## src/rtl/seq_adder16_if.sv

```systemverilog
// Bus bundle for the nibble-serial adder/subtractor: request side
// (start, op select, operands) and response side (status, result, flags).
interface seq_adder16_if #(
  parameter int N_NIB = 4
);
  localparam int W = 4 * N_NIB;

  logic         start;
  logic         sub;
  logic [W-1:0] a;
  logic [W-1:0] b;
  logic         busy;
  logic         done;
  logic [W-1:0] result;
  logic         cout;
  logic         ovf;
  logic         zero;

  // Requester drives operands, the adder returns result and flags
  modport master (
    output start, sub, a, b,
    input  busy, done, result, cout, ovf, zero
  );

  modport slave (
    input  start, sub, a, b,
    output busy, done, result, cout, ovf, zero
  );
endinterface

```

## src/rtl/seq_adder16.sv

```systemverilog
// Nibble-serial W-bit adder/subtractor built around a single 4-bit
// carry-lookahead cell. One nibble per clock, LSB first; subtraction is
// A + ~B + 1 with the +1 entering as the initial carry.

// 4-bit carry-lookahead cell; o_carry[0] is the carry in, o_carry[4] the carry out.
module CLA4bits (
  input  logic [3:0] i_a,
  input  logic [3:0] i_b,
  input  logic       i_cin,
  output logic [3:0] o_sum,
  output logic [4:0] o_carry
);
  logic [3:0] w_p;
  logic [3:0] w_g;

  assign w_p = i_a ^ i_b;
  assign w_g = i_a & i_b;

  assign o_carry[0] = i_cin;
  assign o_carry[1] = w_g[0] | (w_p[0] & i_cin);
  assign o_carry[2] = w_g[1] | (w_p[1] & w_g[0]) | (w_p[1] & w_p[0] & i_cin);
  assign o_carry[3] = w_g[2] | (w_p[2] & w_g[1]) | (w_p[2] & w_p[1] & w_g[0])
                    | (w_p[2] & w_p[1] & w_p[0] & i_cin);
  assign o_carry[4] = w_g[3] | (w_p[3] & w_g[2]) | (w_p[3] & w_p[2] & w_g[1])
                    | (w_p[3] & w_p[2] & w_p[1] & w_g[0])
                    | (w_p[3] & w_p[2] & w_p[1] & w_p[0] & i_cin);
  assign o_sum = w_p ^ o_carry[3:0];
endmodule

module seq_adder16 #(
  parameter int N_NIB = 4
) (
  input  logic          clk,
  input  logic          rst,
  seq_adder16_if.slave  bus
);
  localparam int W     = 4 * N_NIB;
  localparam int IDX_W = (N_NIB > 1) ? $clog2(N_NIB) : 1;

  typedef enum logic [1:0] {
    S_IDLE = 2'd0,
    S_RUN  = 2'd1,
    S_DONE = 2'd2
  } state_t;

  state_t           r_state;
  state_t           w_state_next;
  logic             w_busy;
  logic             w_done;
  logic             w_accept;
  logic             w_last_nib;

  logic [W-1:0]     r_a;
  logic [W-1:0]     r_b;
  logic             r_sub;
  logic             r_carry;
  logic [IDX_W-1:0] r_idx;
  logic [W-1:0]     r_result;
  logic             r_cout;
  logic             r_ovf;
  logic             r_zero;

  logic [3:0]       w_a_nib;
  logic [3:0]       w_b_nib;
  logic [3:0]       w_sum;
  logic [4:0]       w_carry;
  logic [W-1:0]     w_result_next;
  logic             w_unused_carry;

  // A request is taken in IDLE or DONE; requests seen during RUN are dropped
  assign w_accept   = bus.start && (r_state != S_RUN);
  assign w_last_nib = (r_state == S_RUN) && (r_idx == IDX_W'(N_NIB - 1));

  // Current nibble; B is inverted for subtraction
  assign w_a_nib = r_a[4*r_idx +: 4];
  assign w_b_nib = r_sub ? ~r_b[4*r_idx +: 4] : r_b[4*r_idx +: 4];

  CLA4bits u_cla (
    .i_a     (w_a_nib),
    .i_b     (w_b_nib),
    .i_cin   (r_carry),
    .o_sum   (w_sum),
    .o_carry (w_carry)
  );

  // Low internal carries only matter inside the cell
  assign w_unused_carry = ^w_carry[2:0];

  // Result with the current nibble slot replaced by the fresh sum while running
  for (genvar gi = 0; gi < N_NIB; gi++) begin : g_nib
    assign w_result_next[4*gi +: 4] =
      ((r_state == S_RUN) && (r_idx == IDX_W'(gi))) ? w_sum : r_result[4*gi +: 4];
  end

  // State register
  always_ff @(posedge clk or posedge rst) begin
    if (rst) r_state <= S_IDLE;
    else     r_state <= w_state_next;
  end

  // Next-state and status outputs
  always_comb begin
    w_state_next = r_state;
    w_busy       = 1'b0;
    w_done       = 1'b0;
    case (r_state)
      S_IDLE: if (bus.start) w_state_next = S_RUN;
      S_RUN: begin
        w_busy = 1'b1;
        if (w_last_nib) w_state_next = S_DONE;
      end
      S_DONE: begin
        w_done       = 1'b1;
        w_state_next = bus.start ? S_RUN : S_IDLE;
      end
      default: w_state_next = S_IDLE;
    endcase
  end

  // Operand capture, nibble stepping and flag registration on the last nibble
  always_ff @(posedge clk or posedge rst) begin
    if (rst) begin
      r_a      <= '0;
      r_b      <= '0;
      r_sub    <= 1'b0;
      r_carry  <= 1'b0;
      r_idx    <= '0;
      r_result <= '0;
      r_cout   <= 1'b0;
      r_ovf    <= 1'b0;
      r_zero   <= 1'b0;
    end else if (w_accept) begin
      r_a      <= bus.a;
      r_b      <= bus.b;
      r_sub    <= bus.sub;
      r_carry  <= bus.sub;
      r_idx    <= '0;
      r_result <= '0;
    end else if (r_state == S_RUN) begin
      r_result <= w_result_next;
      r_carry  <= w_carry[4];
      if (w_last_nib) begin
        r_cout <= w_carry[4];
        r_ovf  <= w_carry[3] ^ w_carry[4];
        r_zero <= (w_result_next == '0);
      end else begin
        r_idx <= r_idx + 1'b1;
      end
    end
  end

  assign bus.busy   = w_busy;
  assign bus.done   = w_done;
  assign bus.result = r_result;
  assign bus.cout   = r_cout;
  assign bus.ovf    = r_ovf;
  assign bus.zero   = r_zero;
endmodule

```

## src/flat_wrapper.sv

```systemverilog
// flat-port wrapper written by rule: the top's interface ports become plain ports
module seq_adder16_flat 
#(
  parameter int N_NIB = 4
)
  (clk, rst, bus_start, bus_sub, bus_a, bus_b, bus_busy, bus_done, bus_result, bus_cout, bus_ovf, bus_zero);
  seq_adder16_if #(.N_NIB(N_NIB)) bus_i ();
  input  logic clk;
  input  logic rst;
  input wire logic [$bits(bus_i.start)-1:0] bus_start;
  input wire logic [$bits(bus_i.sub)-1:0] bus_sub;
  input wire logic [$bits(bus_i.a)-1:0] bus_a;
  input wire logic [$bits(bus_i.b)-1:0] bus_b;
  output wire logic [$bits(bus_i.busy)-1:0] bus_busy;
  output wire logic [$bits(bus_i.done)-1:0] bus_done;
  output wire logic [$bits(bus_i.result)-1:0] bus_result;
  output wire logic [$bits(bus_i.cout)-1:0] bus_cout;
  output wire logic [$bits(bus_i.ovf)-1:0] bus_ovf;
  output wire logic [$bits(bus_i.zero)-1:0] bus_zero;
  assign bus_i.start = bus_start;
  assign bus_i.sub = bus_sub;
  assign bus_i.a = bus_a;
  assign bus_i.b = bus_b;
  assign bus_busy = bus_i.busy;
  assign bus_done = bus_i.done;
  assign bus_result = bus_i.result;
  assign bus_cout = bus_i.cout;
  assign bus_ovf = bus_i.ovf;
  assign bus_zero = bus_i.zero;
  seq_adder16 #(.N_NIB(N_NIB)) u_core (.clk(clk), .rst(rst), .bus(bus_i));
endmodule
```

## config.mk

```make
export PLATFORM = sky130hd
export DESIGN_NAME = seq_adder16_flat
export DESIGN_NICKNAME = d
export VERILOG_FILES = /design/src/rtl/seq_adder16_if.sv /design/src/rtl/seq_adder16.sv /design/src/flat_wrapper.sv
export SDC_FILE = /design/constraint.sdc
export NUM_CORES = 1
export LEC_CHECK = 0
export CAP_MARGIN = 5
export CORE_ASPECT_RATIO = 1.75
export CORE_MARGIN = 1
export CORE_UTILIZATION = 56
export CTS_CLUSTER_SIZE = 30
export DETAILED_ROUTE_END_ITERATION = 8
export DONT_BUFFER_PORTS = 1
export PLACE_DENSITY = 0.72
export SYNTH_ARGS = -nofsm -noshare
export SYNTH_HDL_FRONTEND = slang
export SYNTH_SLANG_ARGS = --single-unit
```

## constraint.sdc

```tcl
create_clock -name clk -period 2.8 [get_ports clk]
set_input_delay 0 -clock clk [delete_from_list [all_inputs] [get_ports clk]]
set_output_delay 0 -clock clk [all_outputs]
set_load 0.005 [all_outputs]
```

* Word-level counts from Yosys, hierarchy flattened *
Index checks and enable logic that the tools add are counted.
W data, S select, Z words.

storage, ports and cells
  bits in registers = 57
  RAM bits = 0
  bits in read-only memories = 0
  memories = 0
  input bits = 36
  output and inout port bits = 21
  latch bits = 0
  word-level logic and storage cells = 84

cells by class
  reduce and logical (&&, ||, !) cells = 12
  multiply operators = 0
  divide/modulo/power cells = 0
  $lt $le $gt $ge = 0
  bitwise operators = 32
  add/subtract/negate cells = 1
  shift operators = 2
  mux-type cells = 18
  equal/unequal tests = 9

operators by type and width
  cell                   number
  $mux W16               2
  $shiftx A16 B5 Y4      2
  $mux W4                5
  $and A1 B1 Y1          16
  $logic_not A16 Y1      1
  $mux W2                5
  $or A1 B1 Y1           10
  $xor A4 B4 Y4          2
  $eq A2 B2 Y1 const B   3
  $ne A2 B1 Y1 const B   3
  $pmux W2 S3            1
  $logic_and A1 B1 Y1    5
  $mux W1                5
  $and A4 B4 Y4          1
  $eq A2 B1 Y1 const B   2
  $logic_not A2 Y1       2
  $not A4 Y4             1
  $reduce_and A2 Y1      2
  $reduce_and A3 Y1      1
  $add A2 B1 Y2 const B  1
  $ne A2 B2 Y1 const B   1
  $reduce_bool A2 Y1     1
  $not A1 Y1             1
  $xor A1 B1 Y1          1

* Longest topological paths before layout *
Gate-level depths: netlist (run 1).

  word-level depth = 12
  depth in mapped cells = 10
  mapped depth without buffers = 9

* Modules after synthesis *
From an unflattened synthesis (run 1), not the netlist that was laid out.

second synthesis, totals
  cells, all modules = 205
  area, all modules = 2778.9 um^2

by module, submodules not included
  module       times used  seq. area each (um^2)  cells an instance  area each (um^2)
  seq_adder16  1           1426.4                 189                2628.8
  CLA4bits     1           0.0                    16                 150.1

* Worst setup path before layout (run 1) *
OpenSTA, ideal clock, no wires.

  path type = register -> register
  from = register u_core.r_idx[1]
  to = register u_core.r_zero, in the netlist u_core.bus.zero
  path buffers = 1
  clock period less this slack = 2.615 ns
  data required time = 2.678 ns
  setup slack = 0.185 ns
  data arrival time = 2.494 ns
  library setup time = 0.122 ns
  stages on the path, launching flop included = 10
  cell sequence = dfrtp_1 -> buf_2 -> mux4_2 -> ha_1 -> a21o_1 -> a21oi_1 -> xnor2_1 -> mux2i_1 -> and4_1 -> a32o_1

between the ends
  cells in the longest elaborated chain, start to end = 11
  elaborated cells between the ends (all ways) = 36
  classes of those cells = 3 x eq/ne; 2 x shift; 5 x mux; 19 x bitwise; 7 x reduce/logical

ends and longest elaborated chain
  what                                                   RTL line                              text
  start, declared                                        seq_adder16.sv:57                     logic [IDX_W-1:0] r_idx;
  start signal, assigned                                 seq_adder16.sv:147                    r_idx <= r_idx + 1'b1;
  $shiftx A16 B5 Y4                                      seq_adder16.sv:76                     assign w_b_nib = r_sub ? ~r_b[4*r_idx +: 4] : r_b[4*r_idx +: 4];
  $not A4 Y4                                             seq_adder16.sv:76
  $mux W4                                                seq_adder16.sv:76
  $xor A4 B4 Y4 / $and A4 B4 Y4 (equally long branches)  seq_adder16.sv:16, seq_adder16.sv:17
  $and A1 B1 Y1 (on tied branches)                       seq_adder16.sv:22, seq_adder16.sv:23
  $or A1 B1 Y1 (tied with other cells)                   seq_adder16.sv:22                     assign o_carry[3] = w_g[2] | (w_p[2] & w_g[1]) | (w_p[2] & w_p[1] & w_g[0])
  $or A1 B1 Y1 / $and A1 B1 Y1 (equally long branches)   seq_adder16.sv:22, seq_adder16.sv:23
  $or A1 B1 Y1                                           seq_adder16.sv:23                     | (w_p[2] & w_p[1] & w_p[0] & i_cin);
  $xor A4 B4 Y4                                          seq_adder16.sv:27                     assign o_sum = w_p ^ o_carry[3:0];
  $mux W4                                                seq_adder16.sv:92                     ((r_state == S_RUN) && (r_idx == IDX_W'(gi))) ? w_sum : r_result[4*gi +: 4];
  $logic_not A16 Y1                                      seq_adder16.sv:145                    r_zero <= (w_result_next == '0);
  end signal, assigned                                   seq_adder16.sv:145
  end, declared                                          seq_adder16.sv:61                     logic r_zero;

Several ways; a longest one is shown, not always the timed one.
A chain may end at the register's enable or synchronous reset.

* Worst setup path after layout (run 1) *
  from = register u_core.r_idx[0]
  to = register u_core.r_zero, in the netlist u_core.bus.zero

The elaborated chain is that of the path after synthesis.

==> run_results.csv, run 1 <==
group,metric,value,unit
clock_tree,clock-root-buffer,"clkbuf_8",
cells_and_area,syn2layout_area_growth,24.6,%
worst_setup_path,path_cells,"mux4_2 -> xor2_2 -> ha_1 -> a21o_1 -> a21oi_1 -> xnor2_1 -> mux2i_1 -> and4_1 -> a32o_1",
worst_setup_path,critical-path-max-stage-delay,0.55,ns
worst_setup_path,worst_setup_path_startpoint,"u_core.r_idx[0]",
route,count_of_routing_violations_after_the_opening_detailed_route_iteration,73,
worst_hold_path,hold_path_class,"in -> async",
worst_setup_path,cp_max_fo,3,
sta,period_share,95.4,%
worst_setup_path,cp_num_buf_inv,0,
floorplan,start_util,58.6,%
sta,timing_max_transition_violations_final,0,
clock_tree,tritoncts,"built",
logic_synthesis,synth.area.top_cells,"dfrtp_1, mux2_2, mux4_2, ha_1, a32o_1",
power,power.static_leakage,1.52,nW
worst_setup_path,worst_path_dominant_cell_family,"multiplexers",
logic_synthesis,synth_sequential_area_ratio,51.7,%
cells_and_area,drive_above_1_share,27.8,%
route,drt_pre_antenna_iters,5,
sta,timing.final.crit_period,2.67,ns
status,status,"finished clean",
worst_setup_path,critical_path.reg2reg.startpoint,"u_core.r_idx[0]",
cells_and_area,fillers,308,
clock_tree,cts_post_setup_buffers_inserted,0,
sta,least_margin_pin_slew,0.572,ns
global_route,maximum_number_of_pins_on_one_net_before_global_route_repair,58,
clock_tree,numClockSinks,57,
logic_synthesis,post_synth_most_frequent_cells,"dfrtp_1, mux2_2, nand2_1, o21ai_0",
route,antenna_violating_nets_post_route,0,
global_route,grt_pass1_vias,2109,
route,routed_via_density,6.29,
floorplan,die_area,0.00522,mm²
worst_setup_path,endpoint_arrival_time_on_the_critical_path,2.90,ns
logic_synthesis,ys_ff_latch,57,
logic_synthesis,syn_inst,212,
worst_setup_path,critical-path-slowest-cell,"mux4_2",
logic_synthesis,synth.avg_cell_area,13.0,µm²
power,power_density_of_the_placed_cells,1580,mW/mm²
sta,max_freq,375,MHz
cells_and_area,ff_latch_area,0.00143,mm²
route,vias,1981,
clock_tree,numCtsBuffers,9,
floorplan,chipHeight,94.9,µm
route,totalWireLength,6250,µm
route,route.detailed.drc,0,
logic_synthesis,syn_nets,258,
logic_synthesis,synth_top_cell_by_area,"dfrtp_1",
worst_setup_path,cp_data_required_time,3.03,ns
logic_synthesis,synth_most_common_cell,"dfrtp_1",
cells_and_area,insertedDiodeCount,0,
logic_synthesis,total_of_warnings_raised_by_yosys,0,
sta,finalHoldWorstSlack,0.0778,ns
logic_synthesis,synth_cell_area,0.00276,mm²
flow_run,cap_violations,0,
worst_setup_path,worstSetupStartpointType,"flop",
sta,maxSlewHeadroom,61.5,%
placed_design,dp_slack,0.0893,ns
clock_tree,maximum_level_of_the_cts_h_tree,3,
floorplan,std_cell_rows,33,
placed_design,routabilityCongestion,0.893,
clock_tree,clock_latency,0.34,ns
clock_tree,clk_path_buf_depth,2,
logic_synthesis,edff_count_synth,0,
clock_tree,path_clk_slew,0.07,ns
placed_design,hpwl_reported_at_the_end_of_detailed_placement,4300,µm
sta,setup_slack,0.130,ns
global_route,wire_length_of_the_first_global_routing_pass,9630,µm
power,post-layout-total-power,0.00543,W
floorplan,die_width,55.1,µm
cells_and_area,design.final.nets,304,
sta,finalHoldViolations,0,
logic_synthesis,synthDominantCellAreaShare,51.7,%
global_route,grt_overflow_total,0,
logic_synthesis,ys_async_sr_fraction,100,%
placed_design,port-buffer-count,0,
sta,finClkSkew,0.00845,ns
worst_setup_path,critical_path.endpoint_type,"flop",
cells_and_area,multiInputGateArea,0.00126,mm²
power,worst_ir_drop_vdd,1500,µV
route,post_drt_wl_per_cell,19.8,µm
floorplan,top_level_i_o_count,57,
logic_synthesis,postSynth.topFlopCell,"dfrtp_1",
floorplan,design.core.area,0.00471,mm²
worst_setup_path,crit_type,"reg -> reg",
global_route,grt_util_all_layers,26.7,%
logic_synthesis,netlist-cell-type-count,38,
sta,finalSetupViolations,0,
global_route,antenna_found_initial,0,
worst_setup_path,setup.reg_to_reg.worst_slack,0.13,ns
## cells by family after synthesis
| logic type | synth area share (%) |
|---|---|
| adders and majority gates | 4.81 |
| buffers and inverters | 3.13 |
| DFF | 51.7 |
| xor gates and xnor gates | 2.22 |
| muxes | 20.7 |
| and+or+nand+nor | 4.40 |
| AOI/OAI and AO/OA | 13.1 |
## registers in the layout, indices dropped and copies added (netlist names)
name,cells
u_core.r_carry,1
u_core.r_state,2
u_core.r_b,16
u_core.bus.cout,1
u_core.bus.zero,1
u_core.bus.result,16
u_core.r_a,16
u_core.r_idx,2
u_core.bus.ovf,1
u_core.r_sub,1
## placed cells by master, fill, tap and decap left out, drive strengths merged
master	n
and2	1
dlygate4sd3	35
nand2b	1
a21o	2
a2bb2oi	2
and4	1
fa	1
a222oi	1
a211oi	2
clkbuf	14
nor2b	2
a221o	1
a31oi	2
or3	1
o21ai	10
o32ai	3
ha	9
a22o	7
clkinv	1
nor2	6
mux4	8
a21oi	8
nor4	1
xor2	5
inv	10
nand2	12
nand3	1
bufinv	1
o21bai	1
buf	10
mux2i	2
dfrtp	57
o22ai	2
a32o	8
xnor2	2
mux2	33
## metrics by stage
| step | util (%) | cell area [µm²] | setup TNS, ns | instances |
|---|---|---|---|---|
| finish | 73.0 | 3440 | 0 | 315 |
| detailed placement | 60.4 | 2840 | 0 | 263 |
| global placement | 60.4 | 2840 | 0 | 263 |
| CTS | 72.3 | 3400 | 0 | 314 |
| global route | 73.0 | 3440 | -0.0286 | 315 |
| floorplan | - | 2760 | 0 | 212 |
## routing by layer
metal / up-vias / share of wire [%] / global-route usage, %
met5: - / 0 / 0
met4: 0 / 2.9 / 11.3
met2: 95 / 57 / 47.2
met3: 22 / 5.9 / 8.21
met1: 987 / 35 / 27.6
li1: 877 / - / -
## worst paths after layout
check | endpoint | cells past startpoint
setup / recovery | u_core.bus.zero | 9
hold / removal | u_core.bus.zero | 2
setup reg to reg | u_core.bus.zero | 9
hold reg to reg | u_core.r_b[15] | 1
max in group asynchronous | u_core.r_idx[1] | 3
min in group clk | u_core.r_a[9] | 3
## power by group
group          total, W  internal [W]  switching, W
registers       0.00146       0.00120      0.000264
logic           0.00317       0.00154       0.00163
clock network  0.000793      0.000483      0.000310
## timing repair
item / 4_1_cts / 5_1_grt
resized for setup: 0 / 3
hold buffers: 35 / 0
endpoints found under the hold margin: 93 / 0
endpoints found under the setup margin: 0 / 4
## layout make-up
class	instances	share of cell area [%]
Clock buffer	14	5.02
Tap cell	52	1.89
Sequential cell	57	41.5
Multi-Input combinational cell	135	36.7
Clock inverter	2	1.02
Timing Repair Buffer	45	12.7
Inverter	10	1.09
Power figures use the tool's default switching activity.
==> run 2: changes to the inputs <==
--- a/config.mk
+++ b/config.mk
@@ -6,13 +6,16 @@
 export NUM_CORES = 1
 export LEC_CHECK = 0
 export CAP_MARGIN = 5
+export CELL_PAD_IN_SITES_DETAIL_PLACEMENT = 1
+export CELL_PAD_IN_SITES_GLOBAL_PLACEMENT = 2
 export CORE_ASPECT_RATIO = 1.75
 export CORE_MARGIN = 1
-export CORE_UTILIZATION = 56
+export CORE_UTILIZATION = 38
 export CTS_CLUSTER_SIZE = 30
 export DETAILED_ROUTE_END_ITERATION = 8
 export DONT_BUFFER_PORTS = 1
-export PLACE_DENSITY = 0.72
+export PLACE_DENSITY = 0.73
+export SLEW_MARGIN = 20
 export SYNTH_ARGS = -nofsm -noshare
 export SYNTH_HDL_FRONTEND = slang
 export SYNTH_SLANG_ARGS = --single-unit
==> run 2 against run 1 <==
Compared with the run above:
- worst hold slack improved by 0.17 ns
- setup slack better by 0.0050 ns
- clock-buffer cell count shrank 2
- via count increased by 0.81%
- core utilization fell by 21 points
- critical path depth stayed put
- clock skew decreased by 0.0042 ns
- critical path type unchanged
==> run_results.csv, run 2 (synthesized netlist as in run 1, its figures left out) <==
group,metric,value,unit
status,status,"finished clean",
sta,period_share,95.2,%
route,drt_pre_antenna_iters,6,
clock_tree,numClockSinks,57,
worst_setup_path,worstSetupStartpointType,"flop",
worst_setup_path,critical_path.reg2reg.endpoint,"u_core.bus.zero",
route,antenna_violating_nets_post_route,0,
route,count_of_routing_violations_after_the_opening_detailed_route_iteration,117,
global_route,maximum_number_of_pins_on_one_net_before_global_route_repair,39,
floorplan,std_cell_rows,40,
sta,finalHoldViolations,0,
cells_and_area,drive_above_1_share,30.2,%
clock_tree,clock_latency,0.33,ns
cells_and_area,most-common-layout-cells,"dfrtp_1, dlygate4sd3_1, mux2_2",
worst_setup_path,setup.reg_to_reg.worst_slack,0.14,ns
worst_setup_path,critical_path.endpoint_type,"flop",
sta,timing_max_transition_violations_final,0,
worst_hold_path,startpoint_of_the_most_critical_hold_path,"bus_start",
floorplan,top_level_i_o_count,57,
cells_and_area,ff_latch_area,0.00143,mm²
route,vias,1997,
route,totalWireLength,7320,µm
sta,maxSlewHeadroom,47.8,%
global_route,grt_pass1_vias,2285,
sta,timing.final.crit_period,2.66,ns
clock_tree,clk_path_buf_depth,2,
worst_setup_path,endpoint_arrival_time_on_the_critical_path,2.93,ns
clock_tree,numCtsBuffers,9,
worst_hold_path,hold_path_class,"in -> reg",
placed_design,hpwl_reported_at_the_end_of_detailed_placement,5060,µm
cells_and_area,fillers,702,
worst_setup_path,crit_type,"reg -> reg",
sta,setup_slack,0.135,ns
placed_design,routabilityCongestion,0.903,
clock_tree,clock-root-buffer,"clkbuf_16",
floorplan,die_area,0.00762,mm²
sta,finClkSkew,0.00423,ns
clock_tree,path_clk_slew,0.05,ns
sta,max_freq,375,MHz
cells_and_area,finish.cell_count_without_fillers,349,
worst_setup_path,cp_max_fo,3,
route,post_drt_wl_per_cell,21.0,µm
worst_setup_path,worst_setup_path_startpoint,"u_core.r_idx[0]",
route,route.detailed.drc,0,
floorplan,design.core.area,0.00696,mm²
cells_and_area,insertedDiodeCount,0,
global_route,grt_util_all_layers,22.2,%
worst_setup_path,r2r_cells,9,
clock_tree,tritoncts,"built",
clock_tree,maximum_level_of_the_cts_h_tree,3,
global_route,grt_overflow_total,0,
placed_design,dpl.cell_count,299,
cells_and_area,syn2layout_area_growth,30.5,%
worst_setup_path,crit_end,"u_core.bus.zero",
route,top_layer,"met4",
flow_run,cap_violations,0,
route,routed_via_density,5.72,
placed_design,port-buffer-count,0,
worst_setup_path,cp_data_required_time,3.07,ns
route,met3RoutedLength,368,µm
floorplan,die_width,66.4,µm
cells_and_area,layout.cells.most_common,"dfrtp_1",
placed_design,dp_slack,0.0669,ns
global_route,antenna_found_initial,0,
worst_setup_path,critical_path.reg2reg.startpoint,"u_core.r_idx[0]",
floorplan,chipHeight,115,µm
global_route,wire_length_of_the_first_global_routing_pass,12000,µm
sta,finalSetupViolations,0,
route,wl_met2,4310,µm
cells_and_area,design.final.nets,309,
route,wl_met1,2400,µm
sta,least_margin_pin_slew,0.782,ns
floorplan,start_util,39.7,%
cells_and_area,multiInputGateArea,0.00131,mm²
## run 2: changes by cell type in the layout (fill, tap and decap cells not counted), moves of 2 or more
cell       previous run  this run
o32ai_2               0         2
buf_4                 9        14
clkbuf_8             12         1
o32ai_1               3         1
clkbuf_16             0         9
## run 2: worst min path at each step
stage / endpoint / slack (ns) / depth (start not counted)
2_1_floorplan: u_core.r_a[1] / 0.15 / 1
3_3_place_gp: u_core.r_state[1] / 0.05 / 1
3_5_place_dp: u_core.r_state[1] / 0.08 / 1
4_1_cts: u_core.r_a[2] / 0.25 / 3
5_1_grt: u_core.r_a[3] / 0.29 / 3
6_report: u_core.r_a[2] / 0.25 / 3
## run 2: what timing repair did
action / 4_1_cts / 5_1_grt
buffers inserted: 0 / 2
endpoints found under the hold margin: 73 / 0
hold buffers: 35 / 0
endpoints found under the setup margin: 0 / 4
resized for setup: 0 / 11
## run 2: area by class of cell
class                      count  area share [%]
multi-input combinational    135            36.5
tap                           84            2.92
sequential                    57            39.6
clock inverter                 1           0.139
timing repair buffer          50            13.0
inverter                      10            1.04
clock buffer                  12            6.85
## run 2: routing by layer
layer  track usage [%]  vias to the layer above
li1                  -                      887
met1              21.5                     1018
met2              41.0                       72
met3              6.35                       20
met4              11.3                        0
met5                 0                        -
## run 2: metrics by stage
stage / hold slack, ns / area (µm²) / utilization [%] / TNS, ns
2_1_floorplan: 0.151 / 2760 / - / 0
3_3_place_gp: 0.0549 / 2910 / 41.9 / 0
3_5_place_dp: 0.0751 / 2910 / 41.9 / 0
4_1_cts: 0.248 / 3520 / 50.5 / 0
5_1_grt: 0.286 / 3600 / 51.8 / -0.0494
6_report: 0.247 / 3600 / 51.8 / 0
## run 2: worst max-delay path: stages, from the launching register on
cell and delay (ns):
dfrtp_1 0.38, mux4_2 0.57, xor2_4 0.22, ha_4 0.24, a211oi_2 0.25, o21bai_1 0.15
xnor2_1 0.29, nand2_1 0.16, o32ai_2 0.14, a32o_1 0.19
Power of run 2 is not shown: default switching activity piles up to over one toggle a cycle in this logic, so the estimate is an artifact.
